`config.mk`:
```
export PLATFORM = sky130hd
export DESIGN_NAME = param_ring_counter
export DESIGN_NICKNAME = d
export VERILOG_FILES = /design/src/rtl/ringctr_pkg.sv /design/src/rtl/onehot_check.sv /design/src/rtl/param_ring_counter.sv
export SDC_FILE = /design/constraint.sdc
export NUM_CORES = 1
export LEC_CHECK = 0
export CAP_MARGIN = 10
export CORE_MARGIN = 2
export CORE_UTILIZATION = 46
export DETAILED_ROUTE_END_ITERATION = 8
export PLACE_DENSITY = 0.78
export SYNTH_ARGS = -nofsm -noshare
export SYNTH_HDL_FRONTEND = slang
export SYNTH_SLANG_ARGS = --single-unit
```
`constraint.sdc`:
```
create_clock -name clk -period 5.1 [get_ports clk]
set_input_delay 1.275 -clock clk [delete_from_list [all_inputs] [get_ports clk]]
set_output_delay 1.275 -clock clk [all_outputs]
set_load 0.01 [all_outputs]
```
`src/rtl/ringctr_pkg.sv`:
```
// rtl/ringctr_pkg.sv - mode encodings and per-mode period helper for the ring counter
package ringctr_pkg;

  localparam logic [1:0] MODE_RING    = 2'b00;
  localparam logic [1:0] MODE_JOHNSON = 2'b01;
  localparam logic [1:0] MODE_BOUNCE  = 2'b10;
  localparam logic [1:0] MODE_HOLD    = 2'b11;

  function automatic int period(input logic [1:0] m, input int w);
    case (m)
      MODE_JOHNSON: return 2 * w;
      MODE_BOUNCE:  return 2 * w - 2;
      default:      return w;
    endcase
  endfunction

endpackage

```
`src/rtl/onehot_check.sv`:
```
// rtl/onehot_check.sv - combinational flag, high iff exactly one bit of the input is set
module onehot_check #(
  parameter int WIDTH = 8
) (
  input  logic [WIDTH-1:0] in,
  output logic             out
);

  // Clearing the lowest set bit leaves zero only for a single-bit value.
  assign out = (in != '0) && ((in & (in - WIDTH'(1))) == '0);

endmodule

```
`src/rtl/param_ring_counter.sv`:
```
// rtl/param_ring_counter.sv - ring/Johnson/bounce counter with load, wrap pulse and one-hot recovery
module param_ring_counter
  import ringctr_pkg::*;
#(
  parameter int               WIDTH = 8,
  parameter logic [WIDTH-1:0] SEED  = WIDTH'(1),
  localparam int              PW    = $clog2(2 * WIDTH)
) (
  input  logic             clk,
  input  logic             rst,
  input  logic             en,
  input  logic [1:0]       mode,
  input  logic             dir,
  input  logic             load,
  input  logic [WIDTH-1:0] load_val,
  output logic [WIDTH-1:0] q,
  output logic [PW-1:0]    pos,
  output logic             wrap,
  output logic             err
);

  logic             bdir, bdir_n;
  logic [1:0]       last_mode, last_mode_n;
  logic [WIDTH-1:0] q_n;
  logic [PW-1:0]    pos_n, pos_base, per_m1;
  logic             wrap_n, err_n;
  logic             mode_chg, q_onehot, bd;

  onehot_check #(.WIDTH(WIDTH)) u_onehot (
    .in  (q),
    .out (q_onehot)
  );

  assign per_m1   = PW'(period(mode, WIDTH) - 1);
  assign mode_chg = (mode != last_mode);
  assign pos_base = mode_chg ? '0 : pos;

  always_comb begin
    q_n         = q;
    pos_n       = pos;
    bdir_n      = bdir;
    last_mode_n = last_mode;
    wrap_n      = 1'b0;
    err_n       = 1'b0;
    bd          = mode_chg ? dir : bdir;
    if (load) begin
      q_n    = load_val;
      pos_n  = '0;
      bdir_n = dir;
    end else if (en && mode != MODE_HOLD) begin
      last_mode_n = mode;
      if (pos_base == per_m1) begin
        pos_n  = '0;
        wrap_n = 1'b1;
      end else begin
        pos_n = pos_base + PW'(1);
      end
      case (mode)
        MODE_RING:    q_n = dir ? {q[0], q[WIDTH-1:1]} : {q[WIDTH-2:0], q[WIDTH-1]};
        MODE_JOHNSON: q_n = dir ? {~q[0], q[WIDTH-1:1]} : {q[WIDTH-2:0], ~q[WIDTH-1]};
        MODE_BOUNCE: begin
          // A bit already parked at an end reverses before moving so it never falls off.
          if (!bd && q[WIDTH-1])
            bd = 1'b1;
          else if (bd && q[0])
            bd = 1'b0;
          q_n    = bd ? (q >> 1) : (q << 1);
          bdir_n = bd;
          if (!bd && q_n[WIDTH-1])
            bdir_n = 1'b1;
          else if (bd && q_n[0])
            bdir_n = 1'b0;
        end
        default: ;
      endcase
      if (mode != MODE_JOHNSON && !q_onehot) begin
        q_n    = SEED;
        pos_n  = '0;
        wrap_n = 1'b0;
        err_n  = 1'b1;
      end
    end
  end

  always_ff @(posedge clk) begin
    if (rst) begin
      q         <= SEED;
      pos       <= '0;
      wrap      <= 1'b0;
      err       <= 1'b0;
      bdir      <= dir;
      last_mode <= mode;
    end else begin
      q         <= q_n;
      pos       <= pos_n;
      wrap      <= wrap_n;
      err       <= err_n;
      bdir      <= bdir_n;
      last_mode <= last_mode_n;
    end
  end

endmodule

```
* After elaboration in Yosys (flattened, before gate mapping)
Cells that the tools add are included.
Storage, ports and cells: input bits 15, logic and storage cells 72, register bits after elaboration 17, output and inout bits 14
Operators by class: multiplexer cells 28, bitwise logic cells 4, $add $sub $neg 3, reductions and logical operators 24, equal/unequal tests 7
Operators with widths (count):
- 2-to-1 mux 8 bit | 6
- case mux 8 bit (3 select lines) | 1
- 2-to-1 mux 1 bit | 14
- 2-to-1 mux 4 bit | 3
- bitwise AND 8 bit | 1
- logical NOT 8 bit | 1
- case mux 4 bit (2 select lines) | 1
- nonzero test 8 bit | 1
- subtractor 8 x 1 -> 8 bit, second input constant | 1
- logical AND 1 bit | 7
- 2-to-1 mux 2 bit | 3
- AND reduction 2 bit | 3
- nonzero test 3 bit | 2
- nonzero test 5 bit | 1
- adder 4 x 1 -> 4 bit, second input constant | 1
- == test 4 bit | 1
- inequality test 2 bit, second input constant | 2
- nonzero test 2 bit | 2
- OR reduction 4 bit | 1
- subtractor 4 x 2 -> 4 bit, second input constant | 1
- logical NOT 1 bit | 3
- inverter 1 bit | 3
- OR reduction 3 bit | 1
- == test 2 x 1 -> 1 bit, second input constant | 1
- other kinds (5) | 5

* Logic depth before layout (Yosys ltp)
Gate-level depths: netlist (run 1).
depth after elaboration 16, mapped depth 9, gate-level depth less buffers 8

* By module
From an unflattened synthesis (run 1), not the netlist that was laid out.
Second synthesis, totals: cell total of the unflattened synthesis 185, area, all modules 1477.7 µm²
Modules (own cells, without submodules):
- param_ring_counter | area each 1387.6 µm², cells an instance 170, seq. area each 370.4 µm², instances 1
- onehot_check | area each 90.1 µm², cells an instance 15, seq. area each 0.0 µm², instances 1

* Least setup slack after synthesis (run 1)
Ideal clock, no wire load.
path type in2reg, start point input mode[0], end point register q[2], library setup time 134 ps, data required time 4966 ps, stages on the path 8, data arrival time 2748 ps, slack 2218 ps, buffers on the path 1, path through inv_1 > ha_1 > buf_2 > nor2b_1 > o31a_1 > o22ai_1 > a22oi_1 > o221ai_1
Between the ends: cells in the longest elaborated chain, start to end 13, elaborated cells between the ends (all ways) 25, those cells by class 5 x eq/ne; 11 x mux; 9 x reduce/logical
RTL lines:
- start, declared | line param_ring_counter.sv:12 | input logic [1:0] mode,
- inequality test 2 bit | line param_ring_counter.sv:35 | assign mode_chg = (mode != last_mode);
- 2-to-1 mux 1 bit | line param_ring_counter.sv:45 | bd = mode_chg ? dir : bdir;
- logical AND 1 bit / logical NOT 1 bit (equally long branches) | line param_ring_counter.sv:65, param_ring_counter.sv:63
- 2-to-1 mux 1 bit / logical AND 1 bit (equally long branches) | line param_ring_counter.sv:65, param_ring_counter.sv:63
- 2-to-1 mux 1 bit | line param_ring_counter.sv:63 | if (!bd && q[WIDTH-1])
- 2-to-1 mux 1 bit | line param_ring_counter.sv:58 | case (mode)
- 2-to-1 mux 1 bit | line param_ring_counter.sv:50 | end else if (en && mode != MODE_HOLD) begin
- 2-to-1 mux 1 bit | line param_ring_counter.sv:46 | if (load) begin
- 2-to-1 mux 8 bit | line param_ring_counter.sv:67 | q_n = bd ? (q >> 1) : (q << 1);
- case mux 8 bit (3 select lines) | line param_ring_counter.sv:58
- 2-to-1 mux 8 bit | line param_ring_counter.sv:76 | if (mode != MODE_JOHNSON && !q_onehot) begin
- 2-to-1 mux 8 bit | line param_ring_counter.sv:50
- 2-to-1 mux 8 bit | line param_ring_counter.sv:46
- end signal, assigned | line param_ring_counter.sv:94 | q <= q_n;
- end, declared | line param_ring_counter.sv:16 | output logic [WIDTH-1:0] q,
Parallel ways exist; a longest one is shown, timed or not. The select of a mux whose other input is x is not followed. A chain may end at the register's enable or synchronous reset.

* Worst setup path after layout (run 1)
Ends and elaborated chain as after synthesis.

==> flow_metrics.env, run 1 <==
export IMPL_reg2reg_to="q[5]"
export IMPL_synthesis_area_um2=1418
export IMPL_num_rows=20
export IMPL_place_hpwl_um=2772
export IMPL_drive_above_1_share_pct=10.36
export IMPL_hold_viol_final=0
export IMPL_gp_congestion=0.8696
export IMPL_cts_sinks=17
export IMPL_cp_endpoint="q[2]"
export IMPL_hold_path_class="reg2reg"
export IMPL_multiInputGateArea_um2=972.2
export IMPL_endpoint_kind="flop"
export IMPL_seq_area_um2=370.4
export IMPL_num_antenna_cells=0
export IMPL_fillers=304
export IMPL_run_status="complete, no violations"
export IMPL_max_freq_ghz=0.2833
export IMPL_arrival_ns=3.72
export IMPL_synthCells=170
export IMPL_synth_area_top_cells="dfxtp_1, edfxtp_1, ha_1"
export IMPL_slew_violations=0
export IMPL_required_ns=5.29
export IMPL_synth_edf_count=3
export IMPL_cp_slowest_cell="clkdlybuf4s50_1"
export IMPL_ys_seq_area_share_pct=26.13
export IMPL_gr_total_overflow=0
export IMPL_async_flop_share_pct=0
export IMPL_core_area_um2=3003
export IMPL_maxCapViolCount=0
export IMPL_wl_per_cell_um=16.53
export IMPL_cp_num_cells=8
export IMPL_cpPeakStageDelay_ns=0.62
export IMPL_firstDrtPassIters=4
export IMPL_clk_latency_ns=0.32
export IMPL_hold_buffers=0
export IMPL_syn_nets=191
export IMPL_dieHeight_um=59.52
export IMPL_p_per_area_nw_per_um2=219.5
export IMPL_worst_slew_pin_slew_ns=0.6147
export IMPL_synth_cell_type_count=56
export IMPL_r2r_start="q[0]"
export IMPL_path_delay_family="buffers and inverters"
export IMPL_synth_largest_area_cell="dfxtp_1"
export IMPL_start_util_pct=47.21
export IMPL_vias=1413
export IMPL_cts_setup_buffers=0
export IMPL_netlist_area_leader_share_pct=19.77
export IMPL_reg2reg_slack_ns=2.89
export IMPL_design_die_area_um2=3542
export IMPL_area_delta_synth_final_pct=21.89
export IMPL_cp_buffers_inverters=2
export IMPL_critPathLaunch="mode[0]"
export IMPL_nNetsFinal=215
export IMPL_ir_drop_mv=0.1194
export IMPL_grt_pass1_wl_um=6251
export IMPL_startpoint_type="primary input"
export IMPL_root_buffer="clkbuf_4"
export IMPL_period_needed_ns=3.530
export IMPL_met3_usage_pct=2.838
export IMPL_rsz0062_at_grt="no"
export IMPL_syn_avg_cell_area_um2=8.339
export IMPL_synth_flop_cell="dfxtp_1"
export IMPL_fin_crit_sh_pct=69.22
export IMPL_portBuffers=28
export IMPL_grt_max_degree=18
export IMPL_reg2reg_depth=6
export IMPL_cts_buffers=3
export IMPL_grt_pass1_vias=1335
export IMPL_ant_nets=0
export IMPL_totalWireLength_um=3736
export IMPL_yosysWarnings=0
export IMPL_first_iter_violations=69
export IMPL_cts_max_path_buffers=2
export IMPL_met2_usage_pct=36.58
export IMPL_dp_slack_ns=1.313
export IMPL_ys_ff_latch=17
export IMPL_grt_usage_pct=23.10
export IMPL_timing_slew_headroom_pct=58.97
export IMPL_antenna_found_initial=0
export IMPL_via_per_inst=6.252
export IMPL_path_cells="clkdlybuf4s50_1 > inv_1 > ha_1 > nor2b_1 > o31a_1 > o22ai_1 > a22oi_1 > o221ai_1"
export IMPL_io_pins=29
export IMPL_grt_busiest_layer="met2"
export IMPL_fin_ws_ns=1.570
export IMPL_crit_type="in2reg"
export IMPL_htree_num_levels=1
export IMPL_drcViolationCount=0
export IMPL_finClkSkew_ns=0.01765
export IMPL_clk_pin_slew_worst_paths_ns=0.13
export IMPL_cts_tree="done"
export IMPL_p_leak_nw=0.6187
export IMPL_fp_dieW_um=59.52
export IMPL_setup_violations=0
export IMPL_crit_path_max_fanout=7
export IMPL_globalRouteMet1Util_pct=31.82
export IMPL_cts_resized=0
export IMPL_tns_ns=0
==> cells in the final DEF (no fill, tap or decap), drive strengths merged, types with 3 or more instances in the layout <==
cell type	instances
xor2	5
clkbuf	3
nand3	4
o221ai	7
xnor2	6
and3	5
o22ai	3
nor2b	4
inv	9
clkdlybuf4s50	28
ha	6
nor4	3
nand2	17
a31oi	3
dfxtp	14
o21ai	9
edfxtp	3
nor2	17
a22oi	5
a21oi	6
mux2i	4
nor3	3
or3	3
==> flip-flops by register name (all words and copies together), names as in the netlist <==
name and cells:
wrap 1, err 1, bdir 1, last_mode 2, pos 4, q 8
==> worst min path at each step <==
stage,from,to,slack (ns),depth (start not counted)
after global routing,pos[3],pos[3],0.57,2
after detailed placement,pos[1],pos[1],0.52,2
final,pos[3],pos[3],0.55,2
after CTS,pos[1],pos[1],0.54,2
after floorplan,pos[1],pos[1],0.52,2
after global placement,pos[1],pos[1],0.51,2
==> report_power, final <==
part	total [W]	switching (W)	internal, W
clock	0.0000843	0.0000543	0.0000300
sequential	0.000161	0.0000162	0.000145
combinational	0.000134	0.0000730	0.0000611
==> worst min-delay path: cells and delay by family, from the launching register on <==
kind               cells  cell delay (ns)
AOI/OAI and AO/OA      1             0.06
DFF                    1             0.38
and+or+nand+nor        1             0.08
==> metal layers <==
layer / vias up / share of wire [%]
met5: - / 0
met1: 677 / 43
met3: 9 / 6.0
li1: 677 / -
met4: 0 / 2.2
met2: 50 / 49
==> cell families after synthesis <==
group | after synthesis | synth area share, %
and+or+nand+nor | 66 | 25.77
AOI/OAI and AO/OA | 47 | 27.19
buffers and inverters | 18 | 5.296
DFF | 17 | 26.13
xor gates and xnor gates | 11 | 6.796
adders and majority gates | 7 | 6.002
muxes | 4 | 2.824
==> cell type report <==
cell class	instances	area share (%)
clock buffers	3	1.303
flip-flops and latches	17	21.43
multi-input cells	135	56.26
repair buffers	28	16.22
well taps	33	2.390
inverters	9	1.955
clock inverters	1	0.4345
==> Yosys cell counts (3+ instances only) <==
cell type / count
a22oi_1: 5
dfxtp_1: 14
xor2_1: 5
nand3_1: 3
ha_1: 6
edfxtp_1: 3
a21oi_1: 5
inv_1: 9
nor2b_1: 4
and3_1: 4
nor2_1: 16
xnor2_1: 6
o21ai_1: 3
or3_1: 3
mux2i_1: 4
buf_2: 6
o221ai_1: 6
nand2_1: 17
o21ai_0: 6
o22ai_1: 3
==> through the flow <==
step | cell area, um2 | power, W | hold slack [ns] | util [%] | cells
after detailed placement | 1698 | 0.0002951 | 0.5200 | 56.54 | 222
after CTS | 1728 | 0.0003759 | 0.5379 | 57.54 | 226
final | 1728 | 0.0003793 | 0.5468 | 57.54 | 226
after floorplan | 1418 | 0.0002525 | 0.5229 | - | 170
after global placement | 1698 | 0.0002905 | 0.5062 | 56.54 | 222
after global routing | 1728 | 0.0003980 | 0.5722 | 57.54 | 226
(Power assumes the default switching activity.)
==> run 2, diff against run 1 <==
--- a/config.mk
+++ b/config.mk
@@ -9,7 +9,7 @@
 export CORE_MARGIN = 2
 export CORE_UTILIZATION = 46
 export DETAILED_ROUTE_END_ITERATION = 8
-export PLACE_DENSITY = 0.78
+export PLACE_DENSITY = 0.81
 export SYNTH_ARGS = -nofsm -noshare
 export SYNTH_HDL_FRONTEND = slang
 export SYNTH_SLANG_ARGS = --single-unit
==> constraint.sdc (replaced) <==
create_clock -name clk -period 2.9 [get_ports clk]
set_input_delay 0.725 -clock clk [delete_from_list [all_inputs] [get_ports clk]]
set_output_delay 0.725 -clock clk [all_outputs]
set_load 0.01 [all_outputs]
==> run 2 against run 1 <==
Register-to-register slack lost 2.1 ns; die area is the same; combinational power rose by 92%; sequential share of layout area down 0.94 points; first-iteration DRC count rose by 17%; global-route usage decreased by 0.60 points; setup slack worse by 1.3 ns; routed wire length rose by 1.2%; highest routed layer unchanged.
==> flow_metrics.env, run 2 (synthesized netlist as in run 1, its figures left out) <==
export IMPL_wl_per_cell_um=15.95
export IMPL_rsz0062_at_grt="no"
export IMPL_p_leak_nw=0.6727
export IMPL_clk_latency_ns=0.29
export IMPL_clk_pin_slew_worst_paths_ns=0.11
export IMPL_cts_tree="done"
export IMPL_core_area_um2=3003
export IMPL_hold_start="pos[1]"
export IMPL_gr_total_overflow=0
export IMPL_start_util_pct=47.21
export IMPL_maxCapViolCount=0
export IMPL_slew_violations=0
export IMPL_fin_crit_sh_pct=91.58
export IMPL_startpoint_type="primary input"
export IMPL_r2r_start="q[0]"
export IMPL_dieHeight_um=59.52
export IMPL_finalHoldWorstSlack_ns=0.5187
export IMPL_required_ns=3.09
export IMPL_largest_register_ffs=8
export IMPL_worst_slew_pin_slew_ns=0.6436
export IMPL_hold_buffers=0
export IMPL_p_per_area_nw_per_um2=372.4
export IMPL_drcViolationCount=0
export IMPL_hold_viol_final=0
export IMPL_final_cell_mix="clkdlybuf4s50_1, nand2_1, nor2_1"
export IMPL_grt_max_degree=18
export IMPL_vias=1470
export IMPL_finClkSkew_ns=0.005724
export IMPL_endpoint_kind="flop"
export IMPL_cts_sinks=17
export IMPL_root_buffer="clkbuf_4"
export IMPL_crit_type="in2reg"
export IMPL_crit_path_max_fanout=4
export IMPL_grt_pass1_vias=1362
export IMPL_period_needed_ns=2.656
export IMPL_htree_num_levels=1
export IMPL_io_pins=29
export IMPL_timing_slew_headroom_pct=57.03
export IMPL_hold_path_class="reg2reg"
export IMPL_gp_congestion=0.8666
export IMPL_totalWireLength_um=3781
export IMPL_tns_ns=0
export IMPL_grt_pass1_wl_um=6189
export IMPL_final_cell_area_um2=1807
export IMPL_run_status="complete, no violations"
export IMPL_worstHoldEndpoint="pos[1]"
export IMPL_dpl_cell_area_um2=1780
export IMPL_first_iter_violations=81
export IMPL_path_delay_family="buffers and inverters"
export IMPL_fp_dieW_um=59.52
export IMPL_cp_buffers_inverters=3
export IMPL_cpPeakStageDelay_ns=0.49
export IMPL_reg2reg_to="q[3]"
export IMPL_portBuffers=28
export IMPL_fillers=262
export IMPL_cts_resized=0
export IMPL_reg_top3="q (8), pos (4), last_mode (2)"
export IMPL_reg2reg_slack_ns=0.84
export IMPL_arrival_ns=2.85
export IMPL_area_delta_synth_final_pct=27.45
export IMPL_ant_nets=0
export IMPL_cp_slowest_cell="clkdlybuf4s50_1"
export IMPL_via_per_inst=6.203
export IMPL_num_rows=20
export IMPL_firstDrtPassIters=4
export IMPL_layout_commonest_cell="clkdlybuf4s50_1"
export IMPL_cts_setup_buffers=0
export IMPL_reg2reg_depth=6
export IMPL_num_antenna_cells=0
export IMPL_drive_above_1_share_pct=14.71
export IMPL_path_cells="clkdlybuf4s50_1 > buf_4 > xnor2_1 > a21oi_1 > nor3_1 > nor2_1 > buf_4 > a21oi_1 > a21oi_2"
export IMPL_holdPathStages=2
export IMPL_ir_drop_mv=0.2639
export IMPL_top_register="q"
export IMPL_nNetsFinal=226
export IMPL_cts_max_path_buffers=2
export IMPL_grt_usage_pct=22.50
export IMPL_max_freq_ghz=0.3765
export IMPL_place_hpwl_um=2916
export IMPL_antenna_found_initial=0
export IMPL_setup_violations=0
export IMPL_design_die_area_um2=3542
export IMPL_cts_buffers=3
run 2: changes by cell type in the layout (fill, tap and decap cells not counted):
cell | previous run | this run
buf_4 | 0 | 11
clkinvlp_4 | 1 | 0
clkbuf_1 | 0 | 1
run 2: layer usage:
metal / wire length [um] / track usage, %
met5: 0 / 0
met3: 264 / 3.712
met2: 1847 / 37.83
met4: 45 / 5.079
met1: 1624 / 30.17
run 2: per-stage QoR:
step                      utilization [%]  std cells   power, W  worst slack (ns)
final                               60.17        237  0.0006728            0.2441
after global routing                60.17        237  0.0007098            0.1493
after CTS                           60.17        237  0.0006675            0.3171
after detailed placement            59.29        233  0.0005395          0.007271
after floorplan                         -        170  0.0004441            0.5675
after global placement              59.29        233  0.0005283           0.07945
run 2: worst max path at each step:
stage	startpoint	endpoint	slack, ns	cells after the start
after detailed placement	mode[1]	q[0]	0.007	9
after CTS	mode[1]	q[0]	0.32	9
after global routing	mode[1]	q[2]	0.15	9
after floorplan	mode[0]	q[2]	0.57	8
after global placement	mode[1]	q[0]	0.08	9
final	mode[1]	q[0]	0.24	9
run 2: final cells by class:
type                            instances  area (um2)  area share [%]
Inverter                                9       33.78           1.870
Multi-Input combinational cell        135       972.2           53.81
Timing Repair Buffer                   39       362.8           20.08
Clock buffer                            4       26.28           1.454
Tap cell                               33       41.29           2.285
Sequential cell                        17       370.4           20.50
run 2: tightest hold or removal path: cells and delay by family (launching register included):
family / cells / cell delay (ns)
compound gates: 1 / 0.05
flops: 1 / 0.36
simple gates: 1 / 0.07
run 2: power by group:
part / switching (W) / internal [W]
Clock: 0.0000796 / 0.0000535
Combinational: 0.000135 / 0.000122
Sequential: 0.0000283 / 0.000254
